### src/rtl/seq_pkg.sv
`default_nettype none
// ============================================================================
//  Package     : seq_pkg
//  Description : Shared definitions for the "1011" detector and its serializer
//                front end: the ST_IDLE/ST_SHIFT state encoding and a helper
//                that sizes the serializer bit counter.
//  Revision    : 1.0  initial release
// ============================================================================
package seq_pkg;

  typedef enum logic [0:0] {
    ST_IDLE  = 1'b0,
    ST_SHIFT = 1'b1
  } state_e;

  // Counter width needed to index bits 0..w-1 (w >= 2, so never below 1).
  function automatic int cnt_width(input int w);
    return (w <= 2) ? 1 : $clog2(w);
  endfunction

endpackage : seq_pkg
`default_nettype wire

### src/rtl/bit_serializer.sv
`default_nettype none
// ============================================================================
//  Module      : bit_serializer
//  Description : Parallel-to-serial front end for the "1011" detector. Accepts
//                WIDTH-bit words over valid/ready and shifts them out one bit
//                per clock on x. A one-word holding register lets consecutive
//                words stream without an idle bit between them.
//  Ports       : clk        rising-edge clock
//                reset      synchronous active-high reset
//                din        parallel input word
//                din_valid  din carries a word
//                din_ready  block can take a word this edge
//                x          serial output bit (IDLE_BIT when not shifting)
//                x_valid    x carries a data bit
//                word_done  last bit of a word is on x
//                busy       a word is shifting or waiting in hold
//  Revision    : 1.0  initial release
// ============================================================================
module bit_serializer
  import seq_pkg::*;
#(
  parameter int WIDTH     = 8,
  parameter bit MSB_FIRST = 1'b1,
  parameter bit IDLE_BIT  = 1'b0
) (
  input  logic             clk,
  input  logic             reset,
  input  logic [WIDTH-1:0] din,
  input  logic             din_valid,
  output logic             din_ready,
  output logic             x,
  output logic             x_valid,
  output logic             word_done,
  output logic             busy
);

  localparam int            CW   = cnt_width(WIDTH);
  localparam logic [CW-1:0] LAST = CW'(WIDTH - 1);

  state_e           state_q, state_d;
  logic [WIDTH-1:0] shreg_q, shreg_d;
  logic [CW-1:0]    cnt_q,   cnt_d;
  logic [WIDTH-1:0] hold_q,  hold_d;
  logic             hold_full_q, hold_full_d;

  logic [WIDTH-1:0] shifted;
  logic             cur_bit;
  logic             accept;

  // The output end of shreg depends on bit order; vacated positions take 0.
  generate
    if (MSB_FIRST) begin : g_msb_first
      assign cur_bit = shreg_q[WIDTH-1];
      assign shifted = {shreg_q[WIDTH-2:0], 1'b0};
    end else begin : g_lsb_first
      assign cur_bit = shreg_q[0];
      assign shifted = {1'b0, shreg_q[WIDTH-1:1]};
    end
  endgenerate

  // Ready is gated by reset so a handshake in the reset cycle never counts.
  assign din_ready = !hold_full_q && !reset;
  assign accept    = din_valid && din_ready;

  assign x_valid   = (state_q == ST_SHIFT);
  assign x         = x_valid ? cur_bit : IDLE_BIT;
  assign word_done = x_valid && (cnt_q == LAST);
  assign busy      = x_valid || hold_full_q;

  always_comb begin
    state_d     = state_q;
    shreg_d     = shreg_q;
    cnt_d       = cnt_q;
    hold_d      = hold_q;
    hold_full_d = hold_full_q;
    case (state_q)
      ST_IDLE: begin
        if (accept) begin
          shreg_d = din;
          cnt_d   = '0;
          state_d = ST_SHIFT;
        end
      end
      ST_SHIFT: begin
        if (cnt_q != LAST) begin
          shreg_d = shifted;
          cnt_d   = cnt_q + CW'(1);
          if (accept) begin
            hold_d      = din;
            hold_full_d = 1'b1;
          end
        end else if (hold_full_q) begin
          // Drain hold; din_ready is low here so no accept can collide.
          shreg_d     = hold_q;
          hold_full_d = 1'b0;
          cnt_d       = '0;
        end else if (accept) begin
          // Word arriving on the last-bit edge goes straight to shreg.
          shreg_d = din;
          cnt_d   = '0;
        end else begin
          state_d = ST_IDLE;
        end
      end
      default: state_d = ST_IDLE;
    endcase
  end

  always_ff @(posedge clk) begin
    if (reset) begin
      state_q     <= ST_IDLE;
      shreg_q     <= '0;
      cnt_q       <= '0;
      hold_q      <= '0;
      hold_full_q <= 1'b0;
    end else begin
      state_q     <= state_d;
      shreg_q     <= shreg_d;
      cnt_q       <= cnt_d;
      hold_q      <= hold_d;
      hold_full_q <= hold_full_d;
    end
  end

endmodule : bit_serializer
`default_nettype wire

### config.mk
export PLATFORM = sky130hd
export DESIGN_NAME = bit_serializer
export DESIGN_NICKNAME = d
export VERILOG_FILES = /design/src/rtl/seq_pkg.sv /design/src/rtl/bit_serializer.sv
export SDC_FILE = /design/constraint.sdc
export NUM_CORES = 1
export LEC_CHECK = 0
export BUFFER_PORTS_ARGS = -buffer_cell sky130_fd_sc_hd__buf_2
export CAP_MARGIN = 20
export CELL_PAD_IN_SITES_DETAIL_PLACEMENT = 1
export CELL_PAD_IN_SITES_GLOBAL_PLACEMENT = 1
export CORE_AREA = 2 2 50 71
export DETAILED_ROUTE_END_ITERATION = 6
export DIE_AREA = 0 0 52 73
export HOLD_SLACK_MARGIN = 0.05
export PLACE_DENSITY_LB_ADDON = 0.1
export SKIP_CTS_REPAIR_TIMING = 1
export SYNTH_ARGS = -nofsm -noshare
export SYNTH_HDL_FRONTEND = slang
export SYNTH_SLANG_ARGS = --single-unit
### constraint.sdc
create_clock -name clk -period 1.45 [get_ports clk]
set_input_delay 0.2175 -clock clk [delete_from_list [all_inputs] [get_ports clk]]
set_output_delay 0.2175 -clock clk [all_outputs]
set_load 0.02 [all_outputs]
Word-level counts from Yosys, hierarchy flattened
Index checks and enable logic that the tools add are counted.
{"block": "totals", "out_inout_bits": 5, "reg_bits": 21}
{"block": "op_classes", "bitwise": 1, "muxes": 15, "reduce_logical": 8, "n_eq_ne": 3, "add_sub_neg": 1}
{"cell": "$mux 8", "n": 3}
{"cell": "$pmux 8 s2", "n": 1}
{"cell": "$mux 3", "n": 3}
{"cell": "$mux 1", "n": 6}
{"cell": "$pmux 3 s2", "n": 1}
{"cell": "$add 3x1->3 const B", "n": 1}
{"cell": "$eq 3x3->1 const B", "n": 1}
{"cell": "$logic_and 1x1->1", "n": 3}
{"cell": "$ne 3x3->1 const B", "n": 1}
{"cell": "$reduce_and 3->1", "n": 1}
{"cell": "$logic_not 1->1", "n": 2}
{"cell": "$ne 2x2->1 const B", "n": 1}
{"cell": "$pmux 1 s2", "n": 1}
{"cell": "$reduce_and 2->1", "n": 1}
{"cell": "$logic_or 1x1->1", "n": 1}
{"cell": "$not 1->1", "n": 1}

Depth between registers and ports, before layout
{"block": "logic_depth", "depth_word": 7, "depth_mapped": 6, "mapped_depth_nobuf": 5}

Least setup slack after synthesis
OpenSTA, ideal clock, no wires.
{"block": "synth_timing", "kind": "reg-to-reg", "start": "reg cnt_q[0]", "end": "reg shreg_q[0]", "path_stages_with_launch": 6, "setup_slack_ps": 15, "path_buffers": 0, "t_arrival_ps": 1302, "path_cell_list": "dfxtp_1 > ha_1 > ha_1 > and2b_1 > o21bai_1 > o22ai_1"}
{"block": "synth_via", "elab_chain_len": 3}
{"item": "from (decl)", "line": "bit_serializer.sv:42", "text": "logic [CW-1:0] cnt_q, cnt_d;"}
{"item": "from (signal assigned)", "line": "bit_serializer.sv:119", "text": "cnt_q <= cnt_d;"}
{"item": "$ne 3x3->1", "line": "bit_serializer.sv:85", "text": "if (cnt_q != LAST) begin"}
{"item": "$mux 8", "line": "bit_serializer.sv:85"}
{"item": "$pmux 8 s2", "line": "bit_serializer.sv:76", "text": "case (state_q)"}
{"item": "to (signal assigned)", "line": "bit_serializer.sv:118", "text": "shreg_q <= shreg_d;"}
{"item": "to (decl)", "line": "bit_serializer.sv:41", "text": "logic [WIDTH-1:0] shreg_q, shreg_d;"}
Every way passes these cells.
A chain may end at the register's enable or synchronous reset.

Worst setup path in the final report
{"block": "layout_timing", "start": "reg cnt_q[1]", "end": "out word_done"}
{"block": "layout_via", "elab_chain_len": 2}
{"item": "$eq 3x3->1", "line": "bit_serializer.sv:67", "text": "assign word_done = x_valid && (cnt_q == LAST);"}
{"item": "$logic_and 1x1->1", "line": "bit_serializer.sv:67"}
{"item": "to (decl)", "line": "bit_serializer.sv:33", "text": "output logic word_done,"}
Every way passes these cells.

==> impl_results.md <==
* Status: finished, violations left
* Failing checks: setup timing
* P_leak at 0.0005819 uW
* Antenna diodes at 0
* CP max stage cell: dfxtp_2
* Fin Setup TNS at -0.06892 ns
* GPL Wtd Cong at 0.7446
* DRC violation count after routing at 0
* GR Util All Layers at 17.48%
* Setup WS post-layout at -0.04804 ns
* Power Dens Cells at 871.1 nW/um^2
* Setup Skew at 0.002068 ns
* Initial core utilization at 33.09%
* Slew of the pin with the lowest slew margin at 0.3204 ns
* Most frequent cells in the layout: 19 x dfxtp_1, 16 x buf_4, 13 x buf_2
* Max Fclk at 667.5 MHz
* Critical path fanouts, max at 5
* Area growth from synthesis to layout at 36.27%
* Clk_lat worst skew at 0.26 ns
* Mapped Cells at 118
* Core area at 3222 um^2
* Critical path data arrival time at 1.28 ns
* Unrepaired setup endpoints after global routing: true
* FF-to-FF End: shreg_q[4]$_SDFF_PP0_
* Critical Path Stages at 5
* Setup CP Type: flop to primary output
* Critical path endpoint: word_done
* Area contributors post-synth: dfxtp_1 39%, mux2i_1 7.5%, o21ai_2 5.8%
* Vias in the first global route at 1027
* Post-DP HPWL at 2205 um
* Final min period at 1.498 ns
* Fraction of final layout cells sized beyond drive strength 1 at 43.92%
* Peak VDD IR at 0.5433 mV
* Max Cap Viol at 0
* Crit. End Element: primary output
* Worst Path Required at 1.23 ns
* Post-synth top area cell: dfxtp_1
* Synth warnings at 0
* Reg2Reg Depth at 6
* Syn_nets at 131
* WP buf/inv at 2
* Most common cell after layout, fill and taps aside: dfxtp_1
* Antenna viol nets, final at 0
* Port Buffers at 15
* Gr ovfl total at 0
* Global-route wire length before repair at 4885 um
* CTS Root Cell: clkbuf_8
* Die width at 52 um
* Fin cells at 188
* Full die area at 3796 um^2
* Nets at 162
* Number of antenna violations at the first check in global routing at 0
* Worst-case clock buffer depth at 2
* Sequential share of the synthesized area at 39.44%
* Crit start category: flop
* Pwr Total at 1265 uW
* CTS buffer count at 3
* Hold Path Class: input port to flop
* Initial DRC count at 19
* Post-synth top area share at 39.44%
* CP peak stage delay at 0.34 ns
* R2r setup slk at -0.02 ns
* Crit path launch: cnt_q[1]$_SDFF_PP0_
* IO Count at 16
* Rows at 25
* Pre-CTS setup slack at -0.1188 ns
* Die span in y at 73 um
* Pre-antenna DRT Iters at 3
* TritonCTS clock tree: built
* Clock Sinks at 21
* Slew Limit Fails at 0
* Fillcell total at 382
* Number of distinct library cells after synthesis at 30
* WL per Instance at 16.70 um
* Reg-to-reg startpoint: cnt_q[1]$_SDFF_PP0_
* Clk slew on worst S/H paths at 0.08 ns
* Mapped cell area at 1066 um^2
* Period utilization at 103.3%
* Max-slew headroom at 78.64%
* Cell family with most CP delay: flip-flops
* Final wirelength at 3139 um
* Synthesized flop and latch total at 21
* Setup Viol. Count Final at 2
* Post-DP Area at 1256 um^2
* Largest net degree at the start of global routing at 19
* H-tree levels at 1
* Placed insts at 179
* Post-route cell area at 1453 um^2
* Final Hold Viols at 0
* Vias/cell at 5.202
* Worst-path cell chain: ha_4 -> ha_4 -> buf_6 -> and2_4 -> buf_6
* Mapped Avg Cell Area at 9.034 um^2
* Routed via count at 978
==> metal layers <==
metal	vias up	wire (um)	GRT usage, %
met1	473	1321	21.17
met5	-	0	0
met4	0	61	6.140
met2	12	1702	31.22
li1	489	-	-
met3	4	54	1.844
==> cell usage after synthesis, drive strengths merged <==
master,instances
a21oi,12
or2,1
nand2,4
o21a,2
o21ai,9
nor2b,5
o22ai,6
a31oi,3
clkbuf,3
a2111oi,2
dfxtp,21
inv,3
nor3,1
nor2,4
nor3b,1
and2,2
ha,2
o211ai,3
o21bai,1
or3b,1
nand2b,4
mux2i,8
and2b,1
nand3,11
o2111a,2
buf,6
==> cell families (layout without fill, tap and decap cells) <==
| logic type | count (synthesis) | count (layout) | synth area share [%] |
|---|---|---|---|
| AND/OR/NAND/NOR | 35 | 35 | 18.19 |
| multiplexers | 8 | 8 | 7.512 |
| AO/OA/AOI/OAI | 40 | 40 | 25.82 |
| flip-flops | 21 | 21 | 39.44 |
| adder cells (fa/ha/maj) | 2 | 2 | 2.347 |
| buffers and inverters | 12 | 42 | 6.689 |
==> final cells by class <==
cell class	instances	area (um^2)	area share, %
tap	40	50.05	3.445
clock buffer	3	41.29	2.842
clock inverter	1	5.005	0.3445
inverter	3	11.26	0.7752
timing repair buffer	35	261.5	18.00
sequential	21	422.9	29.11
multi-input combinational	85	660.6	45.48
==> stage by stage <==
stage / hold WS [ns] / utilization [%]
after CTS: 0.2130 / 40.43
after detailed placement: 0.4579 / 38.99
after global placement: 0.4549 / 38.99
final: 0.2145 / 45.09
after floorplan: 0.3650 / -
after global routing: 0.2165 / 45.09
==> worst reg2reg max path, stage by stage (launching register included) <==
cell	delay [ns]
dfxtp_2	0.34
ha_4	0.16
ha_4	0.15
buf_6	0.12
nor2b_2	0.16
nor2_2	0.07
a2111oi_2	0.38
==> power by group <==
group / leakage, uW / switching, uW / internal (uW)
clock network: 0.0000255 / 196 / 191
logic: 0.000385 / 140 / 114
registers: 0.000172 / 19.8 / 604
total: 0.000582 / 356 / 910
==> worst min-delay path by stage <==
stage | startpoint | cells after the start | endpoint
after floorplan | din[0] | 2 | hold_q[0]$_SDFFE_PP0P_
after global placement | hold_q[5]$_SDFFE_PP0P_ | 2 | hold_q[5]$_SDFFE_PP0P_
after detailed placement | hold_q[7]$_SDFFE_PP0P_ | 2 | hold_q[7]$_SDFFE_PP0P_
after CTS | din[1] | 3 | hold_q[1]$_SDFFE_PP0P_
after global routing | din[0] | 3 | hold_q[0]$_SDFFE_PP0P_
final | din[7] | 3 | hold_q[7]$_SDFFE_PP0P_
==> sequential cells by signal, summed over array words and instances, names as in the netlist <==
| register | cells |
|---|---|
| cnt_q | 3 |
| hold_full_q | 1 |
| hold_q | 8 |
| shreg_q | 8 |
| x_valid | 1 |
(Power assumes the default switching activity.)
